$ cat config.mk
export PLATFORM = sky130hd
export DESIGN_NAME = hilo_muldiv_unit
export DESIGN_NICKNAME = d
export VERILOG_FILES = /design/src/rtl/hilo_muldiv_unit.sv
export SDC_FILE = /design/constraint.sdc
export NUM_CORES = 1
export LEC_CHECK = 0
export ABC_AREA = 1
export ABC_CLOCK_PERIOD_IN_PS = 12340
export CELL_PAD_IN_SITES_DETAIL_PLACEMENT = 2
export CELL_PAD_IN_SITES_GLOBAL_PLACEMENT = 2
export CORE_MARGIN = 4
export CORE_UTILIZATION = 35
export CTS_CLUSTER_SIZE = 20
export DETAILED_ROUTE_END_ITERATION = 12
export HOLD_SLACK_MARGIN = 0.02
export PLACE_DENSITY_LB_ADDON = 0.15
export SYNTH_ARGS = -nofsm -noshare
export SYNTH_HDL_FRONTEND = slang
export SYNTH_SLANG_ARGS = --single-unit
$ cat constraint.sdc
create_clock -name i_clk -period 12.34 [get_ports i_clk]
set_input_delay 1.851 -clock i_clk [delete_from_list [all_inputs] [get_ports i_clk]]
set_output_delay 1.851 -clock i_clk [all_outputs]
set_load 0.05 [all_outputs]
$ cat src/rtl/hilo_muldiv_unit.sv
// rtl/hilo_muldiv_unit.sv - iterative multiply/divide unit with HI/LO registers
module hilo_muldiv_unit #(
    parameter int WIDTH = 32,
    parameter int CNT_W = 6
) (
    input  logic             i_clk,
    input  logic             i_rst,
    input  logic             i_start,
    input  logic [1:0]       i_op,
    input  logic [WIDTH-1:0] i_a,
    input  logic [WIDTH-1:0] i_b,
    input  logic             i_hi_we,
    input  logic             i_lo_we,
    output logic             o_busy,
    output logic             o_done,
    output logic [WIDTH-1:0] o_hi,
    output logic [WIDTH-1:0] o_lo
);

    typedef enum logic [1:0] {S_IDLE, S_RUN, S_FIX} state_t;

    state_t               r_state;
    state_t               w_next;
    logic [CNT_W-1:0]     r_cnt;
    logic                 r_is_div;
    logic                 r_neg_a;
    logic                 r_neg_b;
    logic [WIDTH-1:0]     r_ua;
    logic [WIDTH-1:0]     r_ub;
    logic [2*WIDTH-1:0]   r_acc;

    logic                 w_signed;
    logic                 w_neg_a_in;
    logic                 w_neg_b_in;
    logic [WIDTH-1:0]     w_abs_a;
    logic [WIDTH-1:0]     w_abs_b;
    logic [WIDTH:0]       w_mul_sum;
    logic [2*WIDTH-1:0]   w_mul_step;
    logic [WIDTH:0]       w_div_trial;
    logic [2*WIDTH-1:0]   w_div_step;
    logic [2*WIDTH-1:0]   w_prod;
    logic [WIDTH-1:0]     w_a_orig;
    logic [WIDTH-1:0]     w_res_hi;
    logic [WIDTH-1:0]     w_res_lo;

    // Operand magnitudes and signs; unsigned ops pass operands through untouched
    always_comb begin
        w_signed   = ~i_op[0];
        w_neg_a_in = w_signed & i_a[WIDTH-1];
        w_neg_b_in = w_signed & i_b[WIDTH-1];
        w_abs_a    = w_neg_a_in ? -i_a : i_a;
        w_abs_b    = w_neg_b_in ? -i_b : i_b;
    end

    // One shift-add (multiply) or restoring shift-subtract (divide) step
    always_comb begin
        w_mul_sum   = {1'b0, r_acc[2*WIDTH-1:WIDTH]} + (r_acc[0] ? {1'b0, r_ua} : '0);
        w_mul_step  = {w_mul_sum, r_acc[WIDTH-1:1]};
        w_div_trial = r_acc[2*WIDTH-1:WIDTH-1] - {1'b0, r_ub};
        if (!w_div_trial[WIDTH])
            w_div_step = {w_div_trial[WIDTH-1:0], r_acc[WIDTH-2:0], 1'b1};
        else
            w_div_step = {r_acc[2*WIDTH-2:0], 1'b0};
    end

    // Sign correction and divide-by-zero substitution for the final write
    always_comb begin
        w_prod   = (r_neg_a ^ r_neg_b) ? -r_acc : r_acc;
        w_a_orig = r_neg_a ? -r_ua : r_ua;
        w_res_hi = w_prod[2*WIDTH-1:WIDTH];
        w_res_lo = w_prod[WIDTH-1:0];
        if (r_is_div) begin
            if (r_ub == '0) begin
                w_res_hi = w_a_orig;
                w_res_lo = '1;
            end else begin
                w_res_lo = (r_neg_a ^ r_neg_b) ? -r_acc[WIDTH-1:0] : r_acc[WIDTH-1:0];
                w_res_hi = r_neg_a ? -r_acc[2*WIDTH-1:WIDTH] : r_acc[2*WIDTH-1:WIDTH];
            end
        end
    end

    // Next-state logic and busy flag
    always_comb begin
        w_next = r_state;
        o_busy = (r_state != S_IDLE);
        case (r_state)
            S_IDLE: if (i_start) w_next = S_RUN;
            S_RUN:  if (r_cnt == CNT_W'(1)) w_next = S_FIX;
            S_FIX:  w_next = S_IDLE;
            default: w_next = S_IDLE;
        endcase
    end

    // State register
    always_ff @(posedge i_clk or posedge i_rst) begin
        if (i_rst) r_state <= S_IDLE;
        else       r_state <= w_next;
    end

    // Datapath: operand capture, iteration, HI/LO writes and done pulse
    always_ff @(posedge i_clk or posedge i_rst) begin
        if (i_rst) begin
            r_cnt    <= '0;
            r_is_div <= 1'b0;
            r_neg_a  <= 1'b0;
            r_neg_b  <= 1'b0;
            r_ua     <= '0;
            r_ub     <= '0;
            r_acc    <= '0;
            o_hi     <= '0;
            o_lo     <= '0;
            o_done   <= 1'b0;
        end else begin
            o_done <= (r_state == S_FIX);
            case (r_state)
                S_IDLE: begin
                    if (i_hi_we) o_hi <= i_a;
                    if (i_lo_we) o_lo <= i_a;
                    if (i_start) begin
                        r_is_div <= i_op[1];
                        r_neg_a  <= w_neg_a_in;
                        r_neg_b  <= w_neg_b_in;
                        r_ua     <= w_abs_a;
                        r_ub     <= w_abs_b;
                        r_acc    <= i_op[1] ? {{WIDTH{1'b0}}, w_abs_a} : {{WIDTH{1'b0}}, w_abs_b};
                        r_cnt    <= CNT_W'(WIDTH);
                    end
                end
                S_RUN: begin
                    r_acc <= r_is_div ? w_div_step : w_mul_step;
                    r_cnt <= r_cnt - CNT_W'(1);
                end
                S_FIX: begin
                    o_hi <= w_res_hi;
                    o_lo <= w_res_lo;
                end
                default: ;
            endcase
        end
    end

endmodule

==> impl_metrics.yaml, run 1 <==
floorplan:
  io_pins: 137
  floorplan.initialDensity_pct: 35.37
  die_h_um: 252.2
  die_w_um: 252.2
  core-area_mm2: 0.05902
  die-area_mm2: 0.06361
  rows: 89
critical_path:
  cp-startpoint: "i_op[0]"
  path_buf_inv: 2
  crit_family: "simple AND/OR/NAND/NOR gates"
  path_max_fanout: 30
  r2r-start: "r_neg_a"
  cp_cell_sequence: "clkdlybuf4s50_1 -> nor2_2 -> inv_1 -> o21ai_0 -> xor2_1 -> nor2_1 -> o21ai_0 -> nand2_1 -> o21ai_0"
  worstPathRequired_ns: 12.85
  worstSetupStartpointType: "primary input"
  critPathSlowestCell: "nor2_2"
  rr_endpoint: "o_lo[20]"
  crit_path_end_kind: "flop"
  r2r_slack_ns: 8.57
  cp_common_cell: "o21ai_0"
  cp.arrival_ns: 4.99
  reg2reg_depth: 11
  max_stage_delay_ns: 1.03
  crit_type: "primary input to flop"
placement:
  io_buffers: 136
  placedCellCount: 4418
  placed_cell_area_mm2: 0.02280
  dp_hpwl_um: 90230
  gp_congestion: 0.9600
clock_tree:
  htree_levels: 1
  postCtsSetupRepairBufs: 0
  cts_sinks: 204
  post_cts_resized: 0
  root_buffer: "clkbuf_16"
  cts_tree: "yes"
  path_clk_slew_ns: 0.06
  cts_buffers: 27
  clkLatencyLatePin_ns: 0.60
  cts_max_path_buffers: 3
  postCtsHoldBufs: 0
final_layout:
  final_cell_area_mm2: 0.02364
  syn2layout_area_growth_pct: 13.24
  final_common_cell: "nand2_1"
  nets: 3818
  final_core_util_pct: 40.05
  diodes: 0
  most-common-layout-cells: "1,118 x nand2_1, 473 x nor2_1, 448 x inv_1, 440 x nand3_1, 209 x o21ai_0"
  final_cells: 4464
  drive_above_1_share_pct: 3.847
route:
  num_vias: 25600
  vias_per_cell: 5.735
  firstDrtPassIters: 6
  drt-wirelength-per-cell_um: 25.25
  drt_wl_total_um: 112700
  ant_nets: 0
  remaining_drc_errors: 0
  drt_iter0_markers: 1835
sta:
  whs_ns: 0.5065
  setup_viol: 0
  tns_ns: 0
  max_freq_ghz: 0.2229
  grt_setup_unrepaired: "no"
  clock_skew_ns: 0.02451
  hold_viol_final: 0
  max_slew.worst_pin.slew_ns: 1.309
  period_share_pct: 36.36
  finalMaxSlewViolations: 0
  finalCriticalPeriod_ns: 4.487
  max-slew-margin-rel_pct: 12.76
logic_synthesis:
  netlist_instances: 3620
  syn_nets: 3764
  seq_area_frac_synth_pct: 24.46
  syn_avg_cell_area_um2: 5.766
  synth_seq_cells: 204
  syn-cell-area_mm2: 0.02087
  dominantRegCellSynth: "dfrtp_1"
  synth_edf_count: 0
  synth_async_sr_flop_share_pct: 100.0
  ys_types: 46
  yosys_warnings: 0
hold_path:
  whs_endpoint: "o_lo[11]"
  whs_path_depth: 2
  hold_class: "flop to flop"
  worstHoldStart: "o_lo[11]"
run:
  maxCapViolCount: 0
power:
  p_per_area_mw_per_mm2: 67.47
  leakagePower_nw: 11.89
  ir_worst_vdd_mv: 0.1097
grt:
  grt_pass1_vias: 27290
  grtUsageTotal_pct: 34.34
  grt_start_max_net_pins: 99
  antenna_found_initial: 0
  grt_first_pass_wirelength_um: 168800
  grt-ovfl-total: 0
run_status:
  status: "completed"
## cell families (layout without fill, tap and decap cells)
group,count (synthesis),count (layout),synth area share (%)
xor+xnor,85,85,3.567
buf+inv,594,665,11.16
simple gates,2175,2175,43.69
compound gates,489,489,12.68
flops,204,204,24.46
fa+ha+maj,73,73,4.448
## cells in the mapped netlist (10+ instances only)
cell type	instances	share of area [%]
nor3_1	21	0.50
o211ai_1	14	0.50
a21oi_1	181	4.3
inv_2	15	0.27
inv_1	450	8.1
o21bai_1	10	0.36
nand3_1	440	11
or2_2	12	0.36
a31oi_1	23	0.69
dfrtp_1	204	24
nor2_2	18	0.54
ha_1	71	4.3
nand2_1	1118	20
clkbuf_1	77	1.4
nand3b_1	21	0.76
o21ai_0	209	5.0
nand4_1	37	1.1
nor2_1	477	8.6
nand2_2	12	0.36
buf_1	12	0.22
buf_2	31	0.74
xor2_1	76	3.2
o21ai_1	18	0.43
## worst register-to-register path, stage by stage (launching register included)
cell and delay [ns]:
dfrtp_2 0.34, buf_4 0.74, or2_1 0.24, nand2_2 0.28, inv_2 0.12, buf_4 0.66, nand2_1 0.28, o21ai_1 0.15
xor2_1 0.34, nand2_1 0.09, a21oi_1 0.29, o21ai_1 0.11
## registers in the layout, summed over array words and instances, names as in the netlist
register	count
r_is_div	1
r_ua	32
r_ub	32
r_state	2
r_cnt	6
r_neg_a	1
o_lo	32
r_neg_b	1
r_acc	64
o_done	1
o_hi	32
## layout make-up
class	instances	area, um2
inverters	465	1753
clock buffers	39	760.7
multi-input cells	2822	13470
well taps	773	967.2
clock inverters	7	77.57
flip-flops and latches	204	5110
repair buffers	154	1496
fillers	7595	35380
## power breakdown
part | total (W) | internal (W) | switching, W | leakage [nW]
logic | 0.000137 | 0.0000399 | 0.0000973 | 8.94
registers | 0.000669 | 0.000669 | 0 | 2.54
clock network | 0.000788 | 0.000446 | 0.000342 | 0.411
## layer usage
| metal | track usage (%) | wire (um) |
|---|---|---|
| met1 | 45.08 | 47860 |
| met3 | 2.922 | 5545 |
| met4 | 13.87 | 5602 |
| met2 | 58.57 | 53730 |
| met5 | 0 | 0 |
## per-stage QoR
step	total power [W]	setup slack [ns]
floorplan	0.0007430	4.922
global route	0.001640	7.491
global placement	0.0008137	7.336
CTS	0.001605	7.891
detailed placement	0.0008170	7.299
finish	0.001595	7.853
## worst max path at each step
stage / to / slack, ns / depth (start not counted)
2_1_floorplan: o_done / 4.92 / 1
3_3_place_gp: r_acc[5] / 7.34 / 9
3_5_place_dp: r_acc[5] / 7.30 / 9
4_1_cts: r_acc[5] / 7.89 / 9
5_1_grt: r_acc[5] / 7.49 / 9
6_report: r_acc[5] / 7.85 / 9
Power figures use the tool's default switching activity.
==> inputs of run 2 (changes only) <==
--- a/config.mk
+++ b/config.mk
@@ -6,11 +6,11 @@
 export NUM_CORES = 1
 export LEC_CHECK = 0
 export ABC_AREA = 1
-export ABC_CLOCK_PERIOD_IN_PS = 12340
+export ABC_CLOCK_PERIOD_IN_PS = 3600
 export CELL_PAD_IN_SITES_DETAIL_PLACEMENT = 2
 export CELL_PAD_IN_SITES_GLOBAL_PLACEMENT = 2
 export CORE_MARGIN = 4
-export CORE_UTILIZATION = 35
+export CORE_UTILIZATION = 29
 export CTS_CLUSTER_SIZE = 20
 export DETAILED_ROUTE_END_ITERATION = 12
 export HOLD_SLACK_MARGIN = 0.02
==> constraint.sdc (replaced) <==
create_clock -name i_clk -period 3.6 [get_ports i_clk]
set_input_delay 0.54 -clock i_clk [delete_from_list [all_inputs] [get_ports i_clk]]
set_output_delay 0.54 -clock i_clk [all_outputs]
set_load 0.05 [all_outputs]
==> impl_metrics.yaml, run 2 (synthesis gave the netlist of run 1 again) <==
grt:
  grt_pass1_vias: 27330
  grtUsageTotal_pct: 30.35
  grt_first_pass_wirelength_um: 178500
  grt-ovfl-total: 0
  antenna_found_initial: 1
  grt_start_max_net_pins: 136
final_layout:
  largest_register_ffs: 64
  nets: 3862
  final_common_cell: "nand2_1"
  drive_above_1_share_pct: 5.241
  syn2layout_area_growth_pct: 17.31
  most-common-layout-cells: "1,118 x nand2_1, 473 x nor2_1, 448 x inv_1, 440 x nand3_1, 209 x o21ai_0"
  fillerInstances: 9013
  largest-register: "r_acc"
  diodes: 0
route:
  firstDrtPassIters: 5
  drt_wl_total_um: 120000
  drt_iter0_markers: 1661
  num_vias: 25330
  vias_per_cell: 5.401
  drt-wirelength-per-cell_um: 25.60
  remaining_drc_errors: 0
  ant_nets: 0
floorplan:
  die-area_mm2: 0.07633
  floorplan.initialDensity_pct: 29.25
  die_h_um: 276.3
  rows: 98
  die_w_um: 276.3
  core-area_mm2: 0.07136
  io_pins: 137
clock_tree:
  postCtsHoldBufs: 0
  cts_tree: "yes"
  htree_levels: 1
  post_cts_resized: 0
  root_buffer: "clkbuf_16"
  cts_sinks: 204
  cts_max_path_buffers: 3
  path_clk_slew_ns: 0.06
  clkLatencyLatePin_ns: 0.58
  postCtsSetupRepairBufs: 0
  cts_buffers: 28
sta:
  hold_viol_final: 0
  period_share_pct: 86.45
  clock_skew_ns: 0.01266
  whs_ns: 0.4968
  grt_setup_unrepaired: "no"
  tns_ns: 0
  max_freq_ghz: 0.3213
  setup_viol: 0
  finalMaxSlewViolations: 0
  max_slew.worst_pin.slew_ns: 1.081
  max-slew-margin-rel_pct: 27.87
  finalCriticalPeriod_ns: 3.112
placement:
  gp_congestion: 0.9554
  io_buffers: 136
  dp_hpwl_um: 99070
hold_path:
  worstHoldStart: "r_ub[19]"
  whs_path_depth: 2
  hold_class: "flop to flop"
critical_path:
  r2r-start: "r_acc[0]"
  crit_path_end_kind: "flop"
  worstPathRequired_ns: 4.06
  cp-startpoint: "r_acc[0]"
  cp.arrival_ns: 3.58
  worstSetupStartpointType: "flop"
  path_max_fanout: 31
  crit_type: "flop to flop"
  reg2reg_depth: 18
power:
  leakagePower_nw: 12.23
  ir_worst_vdd_mv: 0.3356
  p_per_area_mw_per_mm2: 243.9
run_status:
  status: "completed"
run:
  maxCapViolCount: 0
## run 2: per-stage QoR
step / total power [W] / utilization (%) / area (um2) / setup WS, ns / cells
2_1_floorplan: 0.002547 / - / 20880 / 0.4157 / 3620
3_3_place_gp: 0.002830 / 32.86 / 23450 / 0.5403 / 4638
3_5_place_dp: 0.002838 / 32.86 / 23450 / 0.4646 / 4638
4_1_cts: 0.006040 / 34.31 / 24490 / 0.5315 / 4690
5_1_grt: 0.006178 / 34.31 / 24490 / 0.2208 / 4690
6_report: 0.005972 / 34.31 / 24490 / 0.4877 / 4690
## run 2: area by class of cell
type | instances | area [um2] | share of cell area, %
repair buffers | 197 | 1932 | 7.890
inverters | 465 | 1749 | 7.144
clock buffers | 39 | 833.3 | 3.403
multi-input cells | 2822 | 13470 | 55.02
well taps | 950 | 1189 | 4.854
clock inverters | 13 | 201.4 | 0.8227
flip-flops and latches | 204 | 5110 | 20.87
## run 2: metal layers
layer	vias up	global-route usage, %	part of all wire, %
li1	11740	-	-
met1	12860	40.61	45
met2	552	50.95	46
met3	187	2.474	3.7
met4	0	11.79	4.6
met5	-	0	0
## run 2: worst paths after layout
kind | slack [ns] | endpoint
min in group asynchronous | 0.51 | o_hi[30]
max in group asynchronous | 2.14 | r_is_div
setup / recovery | 0.49 | r_acc[58]
hold / removal | 0.50 | r_ub[19]
hold reg to reg | 0.50 | r_ub[19]
setup reg to reg | 0.49 | r_acc[58]
## run 2: worst max-delay path: stages (launching register included)
cell and delay, ns:
dfrtp_1 0.52, buf_4 0.38, nand2_1 0.10, inv_1 0.08, ha_1 0.27, a21oi_1 0.22, o21ai_0 0.23, nand2_1 0.14
nand2_1 0.19, nand2_1 0.11, nand2_1 0.13, nand2_1 0.14, nand2_1 0.06, nand2_1 0.06, nand3_1 0.12, nand2_1 0.09
inv_1 0.05, nand2_1 0.05, nand2_1 0.05
## run 2: power by group
group	internal [W]	switching, W	leakage [nW]
Sequential	0.00229	0	2.54
Clock	0.00197	0.00121	0.508
Combinational	0.000148	0.000354	9.18
Total	0.00441	0.00156	12.2
